### config.mk
export PLATFORM = sky130hd
export DESIGN_NAME = sram_arbiter
export DESIGN_NICKNAME = d
export VERILOG_FILES = /design/src/rtl/sram_arbiter.sv
export SDC_FILE = /design/constraint.sdc
export NUM_CORES = 1
export LEC_CHECK = 0
export ABC_AREA = 1
export CAP_MARGIN = 25
export CORE_AREA = 2 2 180 182
export CTS_CLUSTER_DIAMETER = 40
export DETAILED_ROUTE_END_ITERATION = 16
export DIE_AREA = 0 0 182 184
export GPL_TIMING_DRIVEN = 0
export PLACE_DENSITY = 0.55
export SLEW_MARGIN = 20
export SYNTH_ARGS = -nofsm -noshare
export SYNTH_HDL_FRONTEND = slang
export SYNTH_SLANG_ARGS = --single-unit
### constraint.sdc
create_clock -name clka -period 1.6 [get_ports clka]
set_input_delay 0.16 -clock clka [delete_from_list [all_inputs] [get_ports clka]]
set_output_delay 0.16 -clock clka [all_outputs]
set_load 0.05 [all_outputs]
### src/rtl/sram_arbiter.sv
// Two-requester round-robin arbiter for a single-port line SRAM (async read, sync write).
// Bounded-burst tenures; read responses return registered one cycle after acceptance.
module sram_arbiter #(
    parameter int unsigned MAX_BURST = 4,
    parameter int unsigned AW        = 5,
    parameter int unsigned DW        = 72
) (
    input  logic          clka,
    input  logic          rst,

    input  logic          m0_valid,
    output logic          m0_ready,
    input  logic          m0_we,
    input  logic [AW-1:0] m0_addr,
    input  logic [DW-1:0] m0_wdata,
    output logic          m0_rvalid,
    output logic [DW-1:0] m0_rdata,

    input  logic          m1_valid,
    output logic          m1_ready,
    input  logic          m1_we,
    input  logic [AW-1:0] m1_addr,
    input  logic [DW-1:0] m1_wdata,
    output logic          m1_rvalid,
    output logic [DW-1:0] m1_rdata,

    output logic          sram_ena,
    output logic          sram_wea,
    output logic [AW-1:0] sram_addra,
    output logic [DW-1:0] sram_dina,
    input  logic [DW-1:0] sram_douta
);

    typedef enum logic [1:0] {
        IDLE = 2'd0,
        OWN0 = 2'd1,
        OWN1 = 2'd2
    } state_t;

    localparam logic [3:0] MAXB = 4'(MAX_BURST);

    state_t     state, state_nxt;
    logic [3:0] burst_cnt, burst_nxt;
    logic       last, last_nxt;
    logic       gnt0, gnt1;
    logic       cont;

    always_ff @(posedge clka or negedge rst) begin
        if (!rst) begin
            state     <= IDLE;
            burst_cnt <= '0;
            last      <= 1'b1;
        end else begin
            state     <= state_nxt;
            burst_cnt <= burst_nxt;
            last      <= last_nxt;
        end
    end

    // cont marks a beat that extends the current tenure; any other grant starts a new one.
    always_comb begin
        gnt0 = 1'b0;
        gnt1 = 1'b0;
        cont = 1'b0;
        case (state)
            IDLE: begin
                if (m0_valid && m1_valid) begin
                    if (last) gnt0 = 1'b1;
                    else      gnt1 = 1'b1;
                end else if (m0_valid) begin
                    gnt0 = 1'b1;
                end else if (m1_valid) begin
                    gnt1 = 1'b1;
                end
            end
            OWN0: begin
                if (m0_valid && (burst_cnt < MAXB)) begin
                    gnt0 = 1'b1;
                    cont = 1'b1;
                end else if (m1_valid) begin
                    gnt1 = 1'b1;
                end else if (m0_valid) begin
                    gnt0 = 1'b1;
                end
            end
            OWN1: begin
                if (m1_valid && (burst_cnt < MAXB)) begin
                    gnt1 = 1'b1;
                    cont = 1'b1;
                end else if (m0_valid) begin
                    gnt0 = 1'b1;
                end else if (m1_valid) begin
                    gnt1 = 1'b1;
                end
            end
            default: begin
                gnt0 = 1'b0;
                gnt1 = 1'b0;
            end
        endcase
    end

    always_comb begin
        state_nxt = IDLE;
        burst_nxt = '0;
        last_nxt  = last;
        if (gnt0) begin
            state_nxt = OWN0;
            last_nxt  = 1'b0;
            burst_nxt = cont ? burst_cnt + 4'd1 : 4'd1;
        end else if (gnt1) begin
            state_nxt = OWN1;
            last_nxt  = 1'b1;
            burst_nxt = cont ? burst_cnt + 4'd1 : 4'd1;
        end
    end

    assign m0_ready = gnt0;
    assign m1_ready = gnt1;

    always_comb begin
        sram_ena   = 1'b0;
        sram_wea   = 1'b0;
        sram_addra = '0;
        sram_dina  = '0;
        if (gnt0) begin
            sram_ena   = 1'b1;
            sram_wea   = m0_we;
            sram_addra = m0_addr;
            sram_dina  = m0_wdata;
        end else if (gnt1) begin
            sram_ena   = 1'b1;
            sram_wea   = m1_we;
            sram_addra = m1_addr;
            sram_dina  = m1_wdata;
        end
    end

    always_ff @(posedge clka or negedge rst) begin
        if (!rst) begin
            m0_rvalid <= 1'b0;
            m0_rdata  <= '0;
            m1_rvalid <= 1'b0;
            m1_rdata  <= '0;
        end else begin
            m0_rvalid <= gnt0 && !m0_we;
            m1_rvalid <= gnt1 && !m1_we;
            if (gnt0 && !m0_we) m0_rdata <= sram_douta;
            if (gnt1 && !m1_we) m1_rdata <= sram_douta;
        end
    end

endmodule
After elaboration in Yosys (flattened, before gate mapping)
Index checks and enable logic that the tools add are counted.

Bits in writable memories: 0. Input port bits: 232. ROM bits: 0. Memories: 0. Word-level logic and storage cells: 52. Flip-flop bits (word level): 153. Output and inout port bits: 227. Bits in latches: 0.

Shift operators: 0. Bitwise operators: 0. $mul: 0. Equal/unequal tests: 2. Add/sub/neg operators: 1. $lt $le $gt $ge: 1. Divide/modulo/power cells: 0. Reduce and logical (&&, ||, !) cells: 9. Muxes and demuxes: 32.

Operator list (count): two-way mux 72 bit (2); two-way mux 1 bit (20); two-way mux 4 bit (3); two-way mux 5 bit (2); case mux 1 bit (3 select lines) (2); logical AND 1 bit (5); adder 4 x 1 -> 4 bit (second input constant) (1); < comparator 4 x 3 -> 1 bit (second input constant) (1); two-way mux 2 bit (2); == test 2 x 1 -> 1 bit (second input constant) (1); == test 2 bit (second input constant) (1); zero test 1 bit (2); zero test 2 bit (1); case mux 1 bit (2 select lines) (1); nonzero test 2 bit (1).

Depth between registers and ports, before layout
Word-level depth: 7. Depth in mapped cells: 11. Gate-level depth less buffers: 9.

Worst setup path before layout
Ideal clock, no wire load.

Path type: register to output. Start: register state[0]. End: output sram_dina[56]. Data required time: 1.440 ns. Data arrival time: 1.786 ns. Stages on the path, launching flop included: 12. Path buffers: 2. Path slack: -0.346 ns. Cell sequence: dfrtp_1 > inv_1 > ha_1 > nand2_1 > inv_1 > nand2_1 > nand3_2 > nor2_4 > buf_6 > buf_6 > nand2_1 > nand2_1.

Word-level cells in the longest chain between the ends: 4. Elaborated cells between the ends (all ways): 7. Classes of those cells: eq/ne: 2; mux: 4; reduce/logical: 1.

Ends and longest elaborated chain: from (decl) (RTL line 42) `state_t state, state_nxt;`; from (signal assigned) (RTL line 54) `state <= state_nxt;`; == test 2 bit (tied with other cells) (RTL line 65) `case (state)`; case mux 1 bit (3 select lines) (RTL line 65); two-way mux 72 bit (RTL line 131) `end else if (gnt1) begin`; two-way mux 72 bit (*) (RTL line 126) `if (gnt0) begin`; to (decl) (RTL line 30) `output logic [DW-1:0] sram_dina,`.

Mark *: on every way between the ends. The rest lies on a longest branch, timed or not.

Worst setup path in the final report
Same ends and word-level chain as after synthesis.

==> Implementation_results.wiki <==
{| class="wikitable"
! Metric !! Value
|-
| Cell chain of the critical path || inv_2, ha_4, nand2_1, nand3_4, nand2_4, nor2_4, buf_6, buf_8, buf_8, nand2_4, nand2_4, buf_8
|-
| Maximum VDD drop || 0.00152 V
|-
| Result of the run || finished, violations left
|-
| Setup repair after global routing missed its margin || yes
|-
| Wire length of the first global-routing pass || 52500 microns
|-
| Pre-CTS setup slack || -1690 ps
|-
| Most numerous cell types in the synthesized netlist || sky130_fd_sc_hd__nand2_1 (531), sky130_fd_sc_hd__dfrtp_1 (152), sky130_fd_sc_hd__nand3_1 (86)
|-
| H-tree level count || 4
|-
| Overall Global Routing Usage || 21.2%
|-
| Relative slew margins || 58.2%
|-
| Hold WS || 250 ps
|-
| Total number of clock tree sinks || 153
|-
| Origin of the worst setup path || state[0]$_DFF_PN0_
|-
| Initial standard-cell utilization of the core || 23.0%
|-
| Synthesized instance count || 944
|-
| Core box area || 31400 sq um
|-
| Number of distinct library cell variants in the gate-level netlist after synthesis || 23
|-
| Final hold violation count || 0
|-
| Buffers from clock root to sink, at most || 2
|-
| Max Clk Rate || 0.425 GHz
|-
| P_leak || 6.88 nW
|-
| Synth Warn # || 0
|-
| Antenna Violating Nets Remaining || 0
|-
| Maxcap violations || 0
|-
| Beginning of the worst register-to-register path || state[0]$_DFF_PN0_
|-
| Fraction of registers with async set or reset after synthesis || 100%
|-
| Share of the yosys chip area belonging to registers || 52.9%
|-
| Highest fanout seen on the critical path || 6
|-
| Skew-Pair Late Insertion Delay || 430 ps
|-
| Area delta synth->final || 102%
|-
| Path length in cells of the critical path || 12
|-
| DRC violation total after the first TritonRoute iteration || 431
|-
| R2r worst-path depth || 10
|-
| Final weighted congestion in routability-driven placement || 0.869
|-
| Die Ht || 184 microns
|-
| Wire length after detailed routing || 36500 microns
|-
| Post-synth net total || 1181
|-
| Portion of synthesized cell area occupied by the leading cell type || 52.6%
|-
| Reg clk slew, reported paths || 60 ps
|-
| FF-to-FF setup slack || -680 ps
|-
| Clock root cell || sky130_fd_sc_hd__clkbuf_16
|-
| Router iterations before antenna repair || 9
|-
| Startpoint type of the worst setup path || flop
|-
| Average detailed-routed wire length per instance || 19.7 microns
|-
| Crit path capture type || output pin
|-
| Longest individual stage delay on the worst path || 410 ps
|-
| Primary FF master, synth || sky130_fd_sc_hd__dfrtp_1
|-
| Number of instances in the placed design || 1805
|-
| Capture point of the critical path || sram_dina[56]
|-
| Post-route cell area || 14600 sq um
|-
| Final setup TNS || -135250 ps
|-
| Shortest period the worst path allows || 2350 ps
|-
| Number of synthesized flops with an enable pin || 0
|-
| Buffers and inverters on the worst path || 5
|-
| Clock tree skew after final layout || 10.9 ps
|-
| Most area-hungry cell type in the Yosys netlist || sky130_fd_sc_hd__dfrtp_1
|-
| Number of top-level pins || 459
|-
| Standard-cell row count || 65
|-
| CP Class || flop to output pin
|-
| Required arrival time at the worst endpoint || 1440 ps
|-
| Slew Viols, Final || 0
|-
| Largest net degree at the start of global routing || 93
|-
| Half-perimeter wire length after placement || 28900 microns
|-
| Seq cells post-synth || 153
|-
| Final Power || 37.6 mW
|-
| Slowest-stage cell, CP || sky130_fd_sc_hd__dfrtp_1
|-
| Final setup violating endpoints || 373
|-
| Die area || 33500 sq um
|-
| Most frequent cell after synthesis || sky130_fd_sc_hd__nand2_1
|-
| Final critical-path setup slack || -751 ps
|-
| Main area contributors after synthesis || sky130_fd_sc_hd__dfrtp_1 (53%), sky130_fd_sc_hd__nand2_1 (28%), sky130_fd_sc_hd__nand4_1 (6.2%), sky130_fd_sc_hd__nand3_1 (6.0%), sky130_fd_sc_hd__buf_2 (2.1%)
|-
| Power density over cell area || 2570 nW/um^2
|-
| Antenna violations before repair || 4
|-
| Failing checks || negative setup slack
|-
| Share of the core filled with cells || 46.6%
|-
| Layout cell share with drive strength beyond 1 || 23.9%
|-
| Number of buffers inserted during clock tree synthesis || 17
|-
| Via count || 8377
|-
| Tightest Hold Check Type || primary input to async pin
|-
| CP delay by family, top || buffers and inverters
|-
| Terminus of the critical flop-to-flop path || m1_rdata[31]$_DFFE_PN0P_
|-
| Width of the die || 182 microns
|-
| Gr ovfl total || 0
|-
| DR DRC count || 0
|-
| Slew @ Worst Pin || 627 ps
|-
| Placed inst area || 12800 sq um
|-
| I/O Buffers || 458
|-
| Post-synthesis instance area || 7230 sq um
|-
| Signal arrival time at the worst endpoint || 2190 ps
|-
| Via count of the first global-routing pass || 8221
|-
| Clock tree from TritonCTS || done
|-
| Number of standard cells in the layout, taps in and fillers out || 1859
|-
| Per-cell via count in the routed design || 4.51
|-
| Average cell area after synthesis || 7.66 sq um
|-
| Layout net count || 1679
|-
| Total of fill cells in the finished design || 3064
|-
| Final Cycle Share || 147%
|}
## registers in the layout (all words and copies together), names as in the netlist
register and flops:
m0_rdata 72, m1_rdata 72, burst_cnt 4, state 2
last 1, m0_rvalid 1, m1_rvalid 1
## area by class of cell
type	instances	area, sq um	area share, %
inverters	12	50.0	0.342
repair buffers	480	5270	36.0
multi-input cells	711	3910	26.8
plain buffers	67	468	3.20
diodes	3	7.51	0.0513
well taps	402	503	3.44
flip-flops and latches	153	3830	26.2
clock inverters	10	118	0.804
clock buffers	21	470	3.22
## cells in the final DEF, fill, tap and decap left out, types with 3 or more instances in the layout
cell type,count
sky130_fd_sc_hd__inv_2,4
sky130_fd_sc_hd__clkbuf_1,21
sky130_fd_sc_hd__clkbuf_4,3
sky130_fd_sc_hd__clkbuf_8,4
sky130_fd_sc_hd__nand2_2,64
sky130_fd_sc_hd__inv_1,6
sky130_fd_sc_hd__clkdlybuf4s50_1,376
sky130_fd_sc_hd__nand3_2,22
sky130_fd_sc_hd__buf_2,19
sky130_fd_sc_hd__diode_2,3
sky130_fd_sc_hd__a21oi_1,4
sky130_fd_sc_hd__nand2_4,57
sky130_fd_sc_hd__nand3_4,11
sky130_fd_sc_hd__buf_8,76
sky130_fd_sc_hd__clkbuf_16,18
sky130_fd_sc_hd__clkinvlp_4,4
sky130_fd_sc_hd__buf_6,13
sky130_fd_sc_hd__nand4_1,72
sky130_fd_sc_hd__clkbuf_2,5
sky130_fd_sc_hd__buf_4,16
sky130_fd_sc_hd__ha_4,3
sky130_fd_sc_hd__nand2_1,411
sky130_fd_sc_hd__dfrtp_1,152
sky130_fd_sc_hd__nand3_1,56
sky130_fd_sc_hd__buf_12,13
## report_power, final
| part | switching (mW) | internal [mW] |
|---|---|---|
| registers | 1.01 | 5.64 |
| logic | 17.4 | 9.43 |
| clock network | 1.66 | 2.41 |
| total | 20.1 | 17.5 |
## worst reg2reg max path: stages (launching register included)
cell and delay, ps:
sky130_fd_sc_hd__dfrtp_1 410, sky130_fd_sc_hd__inv_2 110, sky130_fd_sc_hd__ha_4 150, sky130_fd_sc_hd__nand2_1 100, sky130_fd_sc_hd__nand3_4 120, sky130_fd_sc_hd__buf_4 110, sky130_fd_sc_hd__nand3_2 350, sky130_fd_sc_hd__inv_4 320
sky130_fd_sc_hd__buf_2 330, sky130_fd_sc_hd__nand2_1 130, sky130_fd_sc_hd__nand2_1 90
## per-layer routing
layer	vias up	track usage [%]	share of wire, %
li1	4037	-	-
met2	336	38.9	53
met3	43	6.74	7.6
met1	3959	22.2	36
met4	2	9.45	3.6
met5	-	0	0.036
## kinds of logic after synthesis
family,after synthesis,synth area share (%)
adders and majority gates,5,0.865
xor gates and xnor gates,1,0.121
buffers and inverters,80,4.95
and+or+nand+nor,699,40.7
DFF,153,52.9
AOI/OAI and AO/OA,5,0.346
other,1,0.0518
## worst min path at each step
| stage | start | to | slack (ps) | cells past startpoint |
|---|---|---|---|---|
| finish | rst | m1_rdata[70]$_DFFE_PN0P_ | 250 | 2 |
| global route | rst | m1_rdata[68]$_DFFE_PN0P_ | 290 | 2 |
| CTS | rst | m1_rdata[63]$_DFFE_PN0P_ | 270 | 2 |
| detailed placement | rst | m1_rdata[68]$_DFFE_PN0P_ | 130 | 1 |
| global placement | m0_rdata[53]$_DFFE_PN0P_ | m0_rdata[53]$_DFFE_PN0P_ | 450 | 2 |
| floorplan | rst | burst_cnt[0]$_DFF_PN0_ | -140 | 0 |
## timing repair
action	in CTS	in global routing
endpoints found under the hold margin	61	0
buffers inserted	11	6
gates resized for setup	790	34
hold buffers	1	0
cloned	3	1
pin swaps	6	5
setup endpoints to repair	377	373
Power figures use the tool's default switching activity.
